[src/rtl/uart_pkg.sv]
// Shared UART definitions: FSM state encodings and oversampling constants.
// Used by uart_rx_main (optional parity state enabled by UART_RX_PARITY_EN).
package uart_pkg;

   localparam int unsigned OVERSAMPLE = 16;
   localparam int unsigned START_MID  = 7;

   typedef enum logic [2:0] {
      StIdle   = 3'd0,
      StStart  = 3'd1,
      StData   = 3'd2,
      StParity = 3'd3,
      StStop   = 3'd4
   } uart_state_e;

endpackage

[src/rtl/uart_baud_gen.sv]
// Free-running oversample tick generator: one-clk tick every BAUD_DIV clocks.
// Shared between the UART TX and RX sides; never resynchronised to the line.
module uart_baud_gen #(
   parameter int unsigned BAUD_DIV = 650
) (
   input  logic clk,
   input  logic reset_n,
   output logic o_tick
);

   localparam int unsigned CW = (BAUD_DIV > 1) ? $clog2(BAUD_DIV) : 1;

   logic [CW-1:0] r_cnt;
   logic          w_wrap;

   assign w_wrap = (r_cnt == CW'(BAUD_DIV - 1));
   assign o_tick = w_wrap;

   // Count 0..BAUD_DIV-1 and wrap.
   always_ff @(posedge clk or negedge reset_n) begin
      if (!reset_n) begin
         r_cnt <= '0;
      end else if (w_wrap) begin
         r_cnt <= '0;
      end else begin
         r_cnt <= r_cnt + CW'(1);
      end
   end

endmodule

[src/rtl/uart_rx_main.sv]
// UART receiver, 16x oversampled, LSB first, registered outputs.
// Define UART_RX_PARITY_EN to add an even-parity bit after the data bits;
// otherwise the frame is start + DBIT + stop and parity_err is tied low.
module uart_rx_main
   import uart_pkg::*;
#(
   parameter int unsigned DBIT     = 8,
   parameter int unsigned SB_TICK  = 16,
   parameter int unsigned BAUD_DIV = 650
) (
   input  logic            clk,
   input  logic            reset_n,
   input  logic            rx,
   output logic [DBIT-1:0] rx_dout,
   output logic            rx_done_tick,
   output logic            frame_err,
   output logic            parity_err
);

   // Stop-bit counting needs up to 32 ticks for 2 stop bits.
   localparam int unsigned SW = ($clog2(SB_TICK) > 4) ? $clog2(SB_TICK) : 4;
   localparam int unsigned NW = (DBIT > 1) ? $clog2(DBIT) : 1;

   logic            w_tick;
   logic            r_sync1, r_sync2, r_prev;
   uart_state_e     r_state, w_state_d;
   logic [SW-1:0]   r_s, w_s_d;
   logic [NW-1:0]   r_n, w_n_d;
   logic [DBIT-1:0] r_b, w_b_d;
   logic [DBIT-1:0] r_dout, w_dout_d;
   logic            r_done, w_done_d;
   logic            r_ferr, w_ferr_d;
   logic            r_perr, w_perr_d;
   logic            w_stop_end;
`ifdef UART_RX_PARITY_EN
   logic            r_par, w_par_d;
`endif

   uart_baud_gen #(
      .BAUD_DIV (BAUD_DIV)
   ) u_baud_gen (
      .clk     (clk),
      .reset_n (reset_n),
      .o_tick  (w_tick)
   );

   assign rx_dout      = r_dout;
   assign rx_done_tick = r_done;
   assign frame_err    = r_ferr;
   assign parity_err   = r_perr;

   assign w_stop_end = (r_state == StStop) && w_tick && (r_s == SW'(SB_TICK - 1));

   // Two-flop synchroniser plus one delayed copy for falling-edge detection.
   always_ff @(posedge clk or negedge reset_n) begin
      if (!reset_n) begin
         r_sync1 <= 1'b1;
         r_sync2 <= 1'b1;
         r_prev  <= 1'b1;
      end else begin
         r_sync1 <= rx;
         r_sync2 <= r_sync1;
         r_prev  <= r_sync2;
      end
   end

   // FSM state register.
   always_ff @(posedge clk or negedge reset_n) begin
      if (!reset_n) begin
         r_state <= StIdle;
      end else begin
         r_state <= w_state_d;
      end
   end

   // Next state plus tick counter, bit counter and shift register.
   always_comb begin
      w_state_d = r_state;
      w_s_d     = r_s;
      w_n_d     = r_n;
      w_b_d     = r_b;
`ifdef UART_RX_PARITY_EN
      w_par_d   = r_par;
`endif
      case (r_state)
         StIdle: begin
            // Only a real falling edge starts a frame; a line stuck low does not.
            if (r_prev && !r_sync2) begin
               w_state_d = StStart;
               w_s_d     = '0;
            end
         end
         StStart: begin
            if (w_tick) begin
               if (r_s == SW'(START_MID)) begin
                  w_s_d = '0;
                  if (!r_sync2) begin
                     w_state_d = StData;
                     w_n_d     = '0;
                  end else begin
                     w_state_d = StIdle;
                  end
               end else begin
                  w_s_d = r_s + SW'(1);
               end
            end
         end
         StData: begin
            if (w_tick) begin
               if (r_s == SW'(OVERSAMPLE - 1)) begin
                  w_s_d = '0;
                  w_b_d = {r_sync2, r_b[DBIT-1:1]};
                  if (r_n == NW'(DBIT - 1)) begin
`ifdef UART_RX_PARITY_EN
                     w_state_d = StParity;
`else
                     w_state_d = StStop;
`endif
                  end else begin
                     w_n_d = r_n + NW'(1);
                  end
               end else begin
                  w_s_d = r_s + SW'(1);
               end
            end
         end
`ifdef UART_RX_PARITY_EN
         StParity: begin
            if (w_tick) begin
               if (r_s == SW'(OVERSAMPLE - 1)) begin
                  w_s_d     = '0;
                  w_par_d   = r_sync2;
                  w_state_d = StStop;
               end else begin
                  w_s_d = r_s + SW'(1);
               end
            end
         end
`endif
         StStop: begin
            if (w_tick) begin
               if (r_s == SW'(SB_TICK - 1)) begin
                  w_s_d     = '0;
                  w_state_d = StIdle;
               end else begin
                  w_s_d = r_s + SW'(1);
               end
            end
         end
         default: begin
            w_state_d = StIdle;
            w_s_d     = '0;
         end
      endcase
   end

   // Output decode: deliver the word or flag a framing error at mid-stop.
   always_comb begin
      w_dout_d = r_dout;
      w_done_d = 1'b0;
      w_ferr_d = 1'b0;
      w_perr_d = 1'b0;
      if (w_stop_end) begin
         if (r_sync2) begin
            w_dout_d = r_b;
            w_done_d = 1'b1;
`ifdef UART_RX_PARITY_EN
            w_perr_d = ^{r_b, r_par};
`endif
         end else begin
            w_ferr_d = 1'b1;
         end
      end
   end

   // Datapath and output registers.
   always_ff @(posedge clk or negedge reset_n) begin
      if (!reset_n) begin
         r_s    <= '0;
         r_n    <= '0;
         r_b    <= '0;
         r_dout <= '0;
         r_done <= 1'b0;
         r_ferr <= 1'b0;
         r_perr <= 1'b0;
`ifdef UART_RX_PARITY_EN
         r_par  <= 1'b0;
`endif
      end else begin
         r_s    <= w_s_d;
         r_n    <= w_n_d;
         r_b    <= w_b_d;
         r_dout <= w_dout_d;
         r_done <= w_done_d;
         r_ferr <= w_ferr_d;
         r_perr <= w_perr_d;
`ifdef UART_RX_PARITY_EN
         r_par  <= w_par_d;
`endif
      end
   end

endmodule
[config.mk]
export PLATFORM = sky130hd
export DESIGN_NAME = uart_rx_main
export DESIGN_NICKNAME = d
export VERILOG_FILES = /design/src/rtl/uart_pkg.sv /design/src/rtl/uart_baud_gen.sv /design/src/rtl/uart_rx_main.sv
export SDC_FILE = /design/constraint.sdc
export NUM_CORES = 1
export LEC_CHECK = 0
export BUFFER_PORTS_ARGS = -buffer_cell sky130_fd_sc_hd__clkbuf_2
export CORE_UTILIZATION = 51
export DETAILED_ROUTE_END_ITERATION = 12
export PLACE_DENSITY = 0.73
export SKIP_CTS_REPAIR_TIMING = 1
export SYNTH_ARGS = -nofsm -noshare
export SYNTH_HDL_FRONTEND = slang
export SYNTH_SLANG_ARGS = --single-unit
export TNS_END_PERCENT = 1
[constraint.sdc]
create_clock -name clk -period 4.1 [get_ports clk]
set_input_delay 0.82 -clock clk [delete_from_list [all_inputs] [get_ports clk]]
set_output_delay 0.82 -clock clk [all_outputs]
set_load 0.03 [all_outputs]
==> summary.md <==
| Metric | Value |
|---|---|
| Switching Share | 29.6% |
| Via total after detailed routing | 1159 |
| Comb pwr share | 21.8% |
| Critical Path RT | 4.34 ns |
| Peak Freq | 459 MHz |
| Min-Delay Path Depth | 0 |
| DIE WIDTH | 62.4 um |
| Cell Area, Synth | 1860 sq um |
| Outcome | finished, final reports clean |
| Root Driver | clkbuf_4 |
| Die Ht | 62.4 um |
| Slew Limit Fails | 0 |
| Hold wc startpoint | r_sync1 |
| Vias in the first global route | 1216 |
| Synth Instances | 154 |
| Worst Path Class, Setup | reg2reg |
| Count of input and output buffers | 12 |
| Count of final setup violators | 0 |
| WL/cell | 14.3 um |
| Final Hold Vio Count | 0 |
| Htree depth | 2 |
| Setup TNS | 0 ns |
| Minimum clock period | 2.18 ns |
| Clock-pin slew on the worst setup and hold paths | 0.12 ns |
| Nets@finish | 175 |
| Skew final | 0.0116 ns |
| Arr. time, crit path | 2.41 ns |
| Worst-path fanout max | 9 |
| IO Count | 14 |
| Clk_lat worst skew | 0.34 ns |
| Asr flop ratio synth | 100% |
| Initial DRC count | 105 |
| Cell Rows | 21 |
| Clock Tree Buf Depth | 2 |
| Placer Congestion | 0.848 |
| Drt drc | 0 |
| Core Footprint | 3420 sq um |
| Routed vias/inst | 5.42 |
| Clock sinks | 41 |
| Gr usage total | 18.5% |
| Post-Route WL | 3.05 mm |
| Crit end category | register |
| Share of cells above drive strength 1 | 30.4% |
| DP HPWL | 2.13 mm |
| First-pass GRT wire length | 5.56 mm |
| ANT nets after route | 0 |
| Leak | 1.02 nW |
| Max_cap viols | 0 |
| Total die area | 3890 sq um |
| Cell depth of the worst flop-to-flop path | 4 |
| Area added between synthesis and finish | 10.2% |
| Peak supply drop | 0.000239 V |
| Non-Filler Instances | 214 |
| Antenna diodes | 0 |
| Worst-margin pin slew | 0.976 ns |
| Period utilisation layout | 53.1% |
| Mapped Nets | 162 |
| Startpoint types | register |
| Initial core utilization | 54.4% |
| Sequential share of the synthesized area | 55.4% |
| CTS tree | built |
| Most used DFF post-synth | dfrtp_1 |
| Min Hold Slack | 0.353 ns |
| Flops & latches, synth | 41 |
| Switching power total | 0.305 mW |
| PwrDens | 503 nW/um^2 |
| Clock power share | 30.6% |
| Placed insts | 206 |
| Crit path from | u_baud_gen.r_cnt[5] |
| Syn. warnings | 0 |
| Hold WC Path Type | reg2reg |
| RSZ-0062 raised after global routing | false |
| Num CTS Buffers | 5 |
| Synth cell types | 40 |
| Post-synth EDFFs | 0 |
| Pre-antenna DRT Iters | 4 |
| Overflow left after global routing | 0 |
| Largest net degree at the start of global routing | 42 |
| Avg Inst Size Synth | 12.1 sq um |
| Internal power | 0.725 mW |
| R2R Path Start | u_baud_gen.r_cnt[5] |
| Slew HR | 34.9% |
| Antenna violations before repair | 0 |
| Sequential group share of total power | 47.6% |
==> synth_stat cells (2+ instances only) <==
cell type | n | area (sq um)
mux2_2 | 20 | 225
clkbuf_1 | 2 | 7.51
inv_1 | 3 | 11.3
and3_1 | 3 | 18.8
dfstp_2 | 3 | 78.8
xor2_1 | 4 | 35.0
o21ai_0 | 4 | 20.0
xnor2_1 | 8 | 70.1
ha_1 | 5 | 62.6
dfrtp_1 | 38 | 951
nor3_1 | 2 | 10.0
nand2_1 | 14 | 52.6
or3b_2 | 2 | 17.5
buf_2 | 3 | 15.0
nor2_1 | 14 | 52.6
nand3_1 | 5 | 25.0
==> routing by layer <==
layer,up-vias,wire length (um),track usage (%)
met1,569,1410,23.7
met2,21,1520,30.4
met4,0,38,8.43
met3,5,87,3.86
li1,564,-,-
met5,-,0,0
==> state kept, by name (all words and copies together) (netlist names), 3 cells and up <==
signal            flops
u_baud_gen.r_cnt     10
r_b                   8
rx_dout               8
r_s                   4
r_n                   3
r_state               3
==> cells by family (layout without fill, tap and decap cells) <==
logic type               Yosys count  in the layout  synth area share [%]
AND/OR/NAND/NOR                   51             51                  15.4
flip-flops                        41             41                  55.4
multiplexers                      20             20                  12.1
AO/OA/AOI/OAI                     15             15                  5.66
XOR/XNOR                          12             12                  5.66
buffers and inverters              9             23                  2.22
adder cells (fa/ha/maj)            5              5                  3.37
other                              1              1                 0.202
==> stage by stage <==
step / util (%) / setup WS (ns) / area (sq um) / power [mW]
2_1_floorplan: - / 2.19 / 1860 / 0.674
3_3_place_gp: 57.0 / 1.97 / 1950 / 0.706
3_5_place_dp: 57.0 / 1.92 / 1950 / 0.722
4_1_cts: 60.0 / 1.90 / 2050 / 1.04
5_1_grt: 60.0 / 1.77 / 2050 / 1.09
6_report: 60.0 / 1.92 / 2050 / 1.03
==> worst paths after layout <==
path	end	slack (ns)
hold reg to reg	r_sync2	0.35
setup / recovery	rx_dout[5]	1.92
max in group asynchronous	rx_dout[1]	2.88
hold / removal	r_sync2	0.35
min in group asynchronous	r_s[3]	0.61
setup reg to reg	rx_dout[5]	1.92
==> final cells by class <==
class | count | area, sq um
fillers | 285 | 1370
flip-flops and latches | 41 | 1030
multi-input cells | 104 | 787
clock inverters | 3 | 65.1
repair buffers | 12 | 60.1
well taps | 46 | 57.6
clock buffers | 5 | 37.5
inverters | 3 | 11.3
==> critical path, stage by stage, from the launching register on <==
cell	delay [ns]
dfrtp_1	0.44
nor4b_2	0.33
nand4_2	0.25
nor4_4	0.64
mux2_2	0.41
==> power by group through the flow <==
stage | registers [mW] | clock network (mW) | logic [mW]
after floorplan | 0.464 | 0 | 0.210
after CTS | 0.490 | 0.326 | 0.225
after detailed placement | 0.498 | 0 | 0.224
final | 0.491 | 0.315 | 0.225
after global routing | 0.497 | 0.341 | 0.255
after global placement | 0.493 | 0 | 0.213
==> placed cells by master (no fill, tap or decap), types with 2 or more instances in the layout <==
master / synthesis / final
inv_1: 3 / 3
nand3_1: 5 / 5
bufinv_16: 0 / 2
xor2_1: 4 / 4
clkbuf_4: 0 / 5
mux2_2: 20 / 20
ha_1: 5 / 5
dfstp_2: 3 / 3
o21ai_0: 4 / 4
nand2_1: 14 / 14
and3_1: 3 / 3
nor3_1: 2 / 2
or3b_2: 2 / 2
nor2_1: 14 / 14
dfrtp_1: 38 / 38
clkbuf_2: 0 / 12
xnor2_1: 8 / 8
Power figures use the tool's default switching activity.
